### src/rtl/mem_wb_slice.sv
// ---------------------------------------------------------------------------
// mem_wb_slice -- back half of the 5-stage pipeline (MEM and WB stages).
//
// Takes the M/WB control bundles and EX results, performs the data-memory
// access through a req/ready handshake, and drives the register-file write
// port and the RET redirect back toward decode.
//
// Optional feature: define MEM_TIMEOUT_EN to abort a memory access after
// TIMEOUT cycles without mem_ready. The abort sets the sticky mem_err flag.
// Without the macro the block waits indefinitely and mem_err is tied to 0.
//
// Ports:
//   clk, rst_n        clock (rising edge), asynchronous active-low reset
//   ex_valid          EX presents a valid instruction
//   alu_result        memory address or register result
//   store_data        data to store
//   pc_inc            PC+1, stored instead of store_data when pc_to_mem=1
//   pc_to_mem         select pc_inc as store data (CALL)
//   M                 {MemWrite, MemRead}
//   WB                {dst_addr[3:0], RegWrite, Ret, MemToReg}
//   mem_req/we/addr/wdata   memory request, all registered
//   mem_rdata/mem_ready     memory response
//   stall             upstream must freeze and hold its inputs
//   write_addr/write_data/reg_write   register-file write port
//   ret_valid/ret_target             one-cycle RET redirect
//   mem_err           sticky timeout flag
// ---------------------------------------------------------------------------
module mem_wb_slice #(
  parameter int TIMEOUT = 255
) (
  input  logic        clk,
  input  logic        rst_n,
  input  logic        ex_valid,
  input  logic [15:0] alu_result,
  input  logic [15:0] store_data,
  input  logic [15:0] pc_inc,
  input  logic        pc_to_mem,
  input  logic [1:0]  M,
  input  logic [6:0]  WB,
  output logic        mem_req,
  output logic        mem_we,
  output logic [15:0] mem_addr,
  output logic [15:0] mem_wdata,
  input  logic [15:0] mem_rdata,
  input  logic        mem_ready,
  output logic        stall,
  output logic [3:0]  write_addr,
  output logic [15:0] write_data,
  output logic        reg_write,
  output logic        ret_valid,
  output logic [15:0] ret_target,
  output logic        mem_err
);

  typedef enum logic {
    IDLE   = 1'b0,
    ACCESS = 1'b1
  } state_t;

  state_t state_q;

  // MEM register: the op currently in the memory stage.
  logic        mv_q;
  logic        m_write_q;
  logic        m_regwrite_q;
  logic        m_ret_q;
  logic        m_memtoreg_q;
  logic [3:0]  m_dst_q;
  logic [15:0] m_alu_q;

  // Memory interface registers, stable for the whole access.
  logic        mem_req_q;
  logic        mem_we_q;
  logic [15:0] mem_addr_q;
  logic [15:0] mem_wdata_q;

  // WB register.
  logic        reg_write_q;
  logic [3:0]  write_addr_q;
  logic [15:0] write_data_q;
  logic        ret_valid_q;
  logic [15:0] ret_target_q;

  // Next-state values.
  logic        stall_d;
  logic        mem_done_d;
  logic        wb_fire_d;
  logic        ex_mem_op_d;
  logic [15:0] wdata_sel_d;
  logic [15:0] rdata_eff_d;
  logic        reg_write_d;
  logic [3:0]  write_addr_d;
  logic [15:0] write_data_d;
  logic        ret_valid_d;
  logic [15:0] ret_target_d;

`ifdef MEM_TIMEOUT_EN
  localparam int CNT_W = (TIMEOUT < 2) ? 1 : $clog2(TIMEOUT + 1);

  logic [CNT_W-1:0] cnt_q;
  logic             mem_err_q;
  logic             timeout_hit_d;

  // cnt_q counts completed ACCESS cycles minus one, so the abort fires on
  // the edge that ends the TIMEOUT-th waiting cycle.
  assign timeout_hit_d = (state_q == ACCESS) && !mem_ready &&
                         (cnt_q == CNT_W'(TIMEOUT - 1));
  assign mem_err = mem_err_q;
`else
  logic [31:0] timeout_unused;
  assign timeout_unused = 32'(TIMEOUT);
  assign mem_err = 1'b0;
`endif

  always_comb begin
    stall_d     = (state_q == ACCESS) && !mem_ready;
    mem_done_d  = (state_q == ACCESS) && mem_ready;
    ex_mem_op_d = ex_valid && (M[1] || M[0]);
    wdata_sel_d = pc_to_mem ? pc_inc : store_data;

    // In IDLE the MEM register can only hold a non-memory op or a bubble,
    // so it retires on every edge; a memory op retires only on mem_ready.
    wb_fire_d = mem_done_d || ((state_q == IDLE) && mv_q);

    // A write (including MemRead+MemWrite) never returns register data.
    rdata_eff_d = (mem_done_d && !m_write_q) ? mem_rdata : 16'h0000;

    reg_write_d  = wb_fire_d && m_regwrite_q;
    write_addr_d = wb_fire_d ? m_dst_q : 4'h0;
    write_data_d = 16'h0000;
    if (reg_write_d) begin
      write_data_d = (m_memtoreg_q && !m_write_q) ? rdata_eff_d : m_alu_q;
    end
    ret_valid_d  = wb_fire_d && m_ret_q;
    ret_target_d = ret_valid_d ? rdata_eff_d : 16'h0000;
  end

  always_ff @(posedge clk or negedge rst_n) begin
    if (!rst_n) begin
      state_q      <= IDLE;
      mv_q         <= 1'b0;
      m_write_q    <= 1'b0;
      m_regwrite_q <= 1'b0;
      m_ret_q      <= 1'b0;
      m_memtoreg_q <= 1'b0;
      m_dst_q      <= 4'h0;
      m_alu_q      <= 16'h0000;
      mem_req_q    <= 1'b0;
      mem_we_q     <= 1'b0;
      mem_addr_q   <= 16'h0000;
      mem_wdata_q  <= 16'h0000;
      reg_write_q  <= 1'b0;
      write_addr_q <= 4'h0;
      write_data_q <= 16'h0000;
      ret_valid_q  <= 1'b0;
      ret_target_q <= 16'h0000;
`ifdef MEM_TIMEOUT_EN
      cnt_q        <= '0;
      mem_err_q    <= 1'b0;
`endif
    end else begin
      // The WB register reloads every edge; when nothing retires it takes
      // a bubble, which turns ret_valid into a single-cycle pulse.
      reg_write_q  <= reg_write_d;
      write_addr_q <= write_addr_d;
      write_data_q <= write_data_d;
      ret_valid_q  <= ret_valid_d;
      ret_target_q <= ret_target_d;

      if (!stall_d) begin
        // Accept the next EX op; a memory op enters ACCESS on this edge.
        state_q      <= ex_mem_op_d ? ACCESS : IDLE;
        mv_q         <= ex_valid;
        m_write_q    <= ex_valid && M[1];
        m_regwrite_q <= ex_valid && WB[2];
        m_ret_q      <= ex_valid && WB[1];
        m_memtoreg_q <= ex_valid && WB[0];
        m_dst_q      <= ex_valid ? WB[6:3] : 4'h0;
        m_alu_q      <= ex_valid ? alu_result : 16'h0000;
        mem_req_q    <= ex_mem_op_d;
        mem_we_q     <= ex_mem_op_d && M[1];
        mem_addr_q   <= ex_mem_op_d ? alu_result : 16'h0000;
        mem_wdata_q  <= ex_mem_op_d ? wdata_sel_d : 16'h0000;
`ifdef MEM_TIMEOUT_EN
        cnt_q        <= '0;
`endif
      end
`ifdef MEM_TIMEOUT_EN
      else if (timeout_hit_d) begin
        // Abort: drop the op so IDLE does not retire it, and flag the error.
        state_q      <= IDLE;
        mv_q         <= 1'b0;
        m_write_q    <= 1'b0;
        m_regwrite_q <= 1'b0;
        m_ret_q      <= 1'b0;
        m_memtoreg_q <= 1'b0;
        m_dst_q      <= 4'h0;
        m_alu_q      <= 16'h0000;
        mem_req_q    <= 1'b0;
        mem_we_q     <= 1'b0;
        mem_addr_q   <= 16'h0000;
        mem_wdata_q  <= 16'h0000;
        cnt_q        <= '0;
        mem_err_q    <= 1'b1;
      end else begin
        cnt_q <= cnt_q + CNT_W'(1);
      end
`endif
    end
  end

  assign stall      = stall_d;
  assign mem_req    = mem_req_q;
  assign mem_we     = mem_we_q;
  assign mem_addr   = mem_addr_q;
  assign mem_wdata  = mem_wdata_q;
  assign reg_write  = reg_write_q;
  assign write_addr = write_addr_q;
  assign write_data = write_data_q;
  assign ret_valid  = ret_valid_q;
  assign ret_target = ret_target_q;

endmodule

### config.mk
export PLATFORM = sky130hd
export DESIGN_NAME = mem_wb_slice
export DESIGN_NICKNAME = d
export VERILOG_FILES = /design/src/rtl/mem_wb_slice.sv
export SDC_FILE = /design/constraint.sdc
export NUM_CORES = 1
export LEC_CHECK = 0
export CAP_MARGIN = 20
export CORE_MARGIN = 2
export CORE_UTILIZATION = 25
export DETAILED_ROUTE_END_ITERATION = 6
export SYNTH_ARGS = -nofsm -noshare
export SYNTH_HDL_FRONTEND = slang
export SYNTH_SLANG_ARGS = --single-unit
### constraint.sdc
create_clock -name clk -period 3 [get_ports clk]
set_input_delay 0.6 -clock clk [delete_from_list [all_inputs] [get_ports clk]]
set_output_delay 0.6 -clock clk [all_outputs]
set_load 0.05 [all_outputs]
==> results.yml <==
status:
  outcome: "finished, final reports clean"
layout:
  nets: 546
  final_util: 0.3892
  diodes: 0
  area_growth_pct: 51.13
  layout-drive-gt1-share: 0.08457
  final_common_cell: "clkdlybuf4s50_1"
  final_cell_mix: "clkdlybuf4s50_1 (148), dfrtp_1 (96), nand2_1 (65), o21ai_0 (29), mux2i_1 (17)"
worst_setup_path:
  crit_required_ns: 2.40
  cp_num_buf_inv: 1
  crit_path_end_kind: "output pin"
  crit_family: "buffers and inverters"
  crit_slowest_cell: "clkdlybuf4s50_1"
  cp_max_fo: 5
  r2r_start: "state_q$_DFFE_PN0N_"
  timing.rr.end: "mem_wdata[0]$_DFFE_PN0N_"
  path_class: "reg2out"
  rrSetupSlack_ns: 1.30
  path_cells: "clkdlybuf4s50_1"
  worst_ep_arrival_time_ns: 1.63
  cp_slowest_stage_delay_ns: 0.85
  r2r_cells: 3
  startpoint_type: "register"
floorplan:
  die_height_um: 126.8
  fp-row-count: 44
  design.core.area_um2: 14640
  die_area_um2: 16080
  initial_utilization: 0.2575
  io_pins: 152
  die_w_um: 126.8
sta:
  post-route-min-period_ns: 2.227
  setup_tns_ns: 0
  worst_slew_pin_slew_ns: 0.7204
  setup_ws_ns: 0.7729
  maxSlewViolCount: 0
  hold_viol: 0
  max_slew_margin: 0.5198
  fmax_mhz: 449.0
  setup_violations: 0
  rsz0062_at_grt: "no"
  finalCritPeriodShare: 0.7424
  fin_worst_skew_ns: 0.005490
routing:
  wl_per_cell_um: 14.95
  remaining_drc_errors: 0
  routed_wl_um: 9819
  first_pass_iters: 4
  drt_first_iter_violations: 142
  viasPerCell: 4.349
  vias: 2857
  antenna_left: 0
cts:
  clk_pin_slew_ns: 0.07
  cts_buffer_depth: 2
  cts_buffers: 9
  cts_tree: "yes"
  htreeDepth: 3
  hold_buffers: 0
  worstSkewPairLatency_ns: 0.34
  cts_setup_buffers: 0
  clockRootBuffer: "clkbuf_16"
  clock_sinks: 96
  post_cts_resized: 0
grt:
  grt_max_degree: 55
  grt_antenna_before_repair: 0
  grt_usage: 0.1269
  first_global_vias: 3011
  grt_pass1_wl_um: 16150
  gr-total-overflow: 0
synth:
  avgSynthCellArea_um2: 11.60
  synth_nets: 403
  syn_area_um2: 3771
  yosys.cell_types.count: 25
  syn_inst: 325
  ys_ff_latch: 96
  yosysSeqAreaShare: 0.6370
  ys_warn_count: 0
place:
  hpwl_um: 7427
  post-place-ws_ns: 0.6417
  port_buffers: 150
  place_congestion: 0.7825
pwr:
  p_leak_uw: 0.002520
  vdd_ir_drop_max_uv: 259.7
  p_per_area_nw_per_um2: 555.6
  p_total_uw: 3166
run:
  drv_cap: 0
min_path:
  hold_path.class: "in2async"
[cell type report]
class,instances,area [µm²]
Tap cell,184,230.2
Clock inverter,7,60.06
Sequential cell,96,2402
Multi-Input combinational cell,203,1204
Timing Repair Buffer,157,1574
Clock buffer,9,225.2
Fill cell,1455,8945
Inverter,1,3.754
[per-stage QoR]
stage / cell area, µm² / hold WS (ns) / cells
6_report: 5699 / 0.2904 / 657
5_1_grt: 5699 / 0.3448 / 657
4_1_cts: 5699 / 0.3113 / 657
3_5_place_dp: 5414 / 0.4706 / 641
3_3_place_gp: 5414 / 0.4596 / 641
2_1_floorplan: 3771 / 0.3044 / 325
[synthesized netlist by cell type (all sizes together)]
cell / count / share of area
a22o: 15 / 0.035
a22oi: 16 / 0.032
and2: 16 / 0.027
and2b: 5 / 0.010
and4b: 2 / 0.0053
buf: 19 / 0.037
clkbuf: 6 / 0.0060
conb: 1 / 0.00099
dfrtp: 96 / 0.64
inv: 1 / 0.00099
mux2: 1 / 0.0030
mux2i: 17 / 0.045
nand2: 65 / 0.065
nand2b: 3 / 0.0050
nor2: 18 / 0.019
nor2b: 1 / 0.0036
o21ai: 41 / 0.065
o31ai: 1 / 0.0020
or2: 1 / 0.0017
[per-layer routing]
layer / track usage / part of all wire / vias up
met5: 0 / 0 / -
met4: 0.05882 / 0.023 / 0
met3: 0.03922 / 0.075 / 13
met2: 0.2021 / 0.48 / 100
met1: 0.1583 / 0.43 / 1366
li1: - / - / 1378
[logic make-up after synthesis]
logic type,share of synthesized area
flops,0.6370
simple gates,0.1360
mux,0.04811
buf+inv,0.04379
other cells,0.0009944
compound gates,0.1340
[worst max-delay path by stage]
| stage | start | end | depth (start not counted) |
|---|---|---|---|
| CTS | state_q$_DFFE_PN0N_ | mem_req | 1 |
| global route | state_q$_DFFE_PN0N_ | mem_req | 1 |
| floorplan | state_q$_DFFE_PN0N_ | stall | 3 |
| finish | state_q$_DFFE_PN0N_ | mem_req | 1 |
| detailed placement | mem_ready | mem_wdata[0]$_DFFE_PN0N_ | 4 |
| global placement | mem_ready | mem_wdata[2]$_DFFE_PN0N_ | 4 |
[flip-flops by register name (all words and copies together) (netlist names)]
signal	count
m_alu_q	16
m_dst_q	4
m_memtoreg_q	1
m_regwrite_q	1
m_ret_q	1
m_write_q	1
mem_addr	16
mem_wdata	16
mv_q	1
reg_write	1
ret_target	16
ret_valid	1
state_q	1
write_addr	4
write_data	16
[power breakdown]
group | internal, µW | switching (µW) | total [µW] | leakage [µW]
sequential | 1370 | 46.5 | 1420 | 0.00128
combinational | 258 | 382 | 640 | 0.00110
clock | 580 | 525 | 1110 | 0.000143
Note: power is estimated with default switching activity, not from simulation.
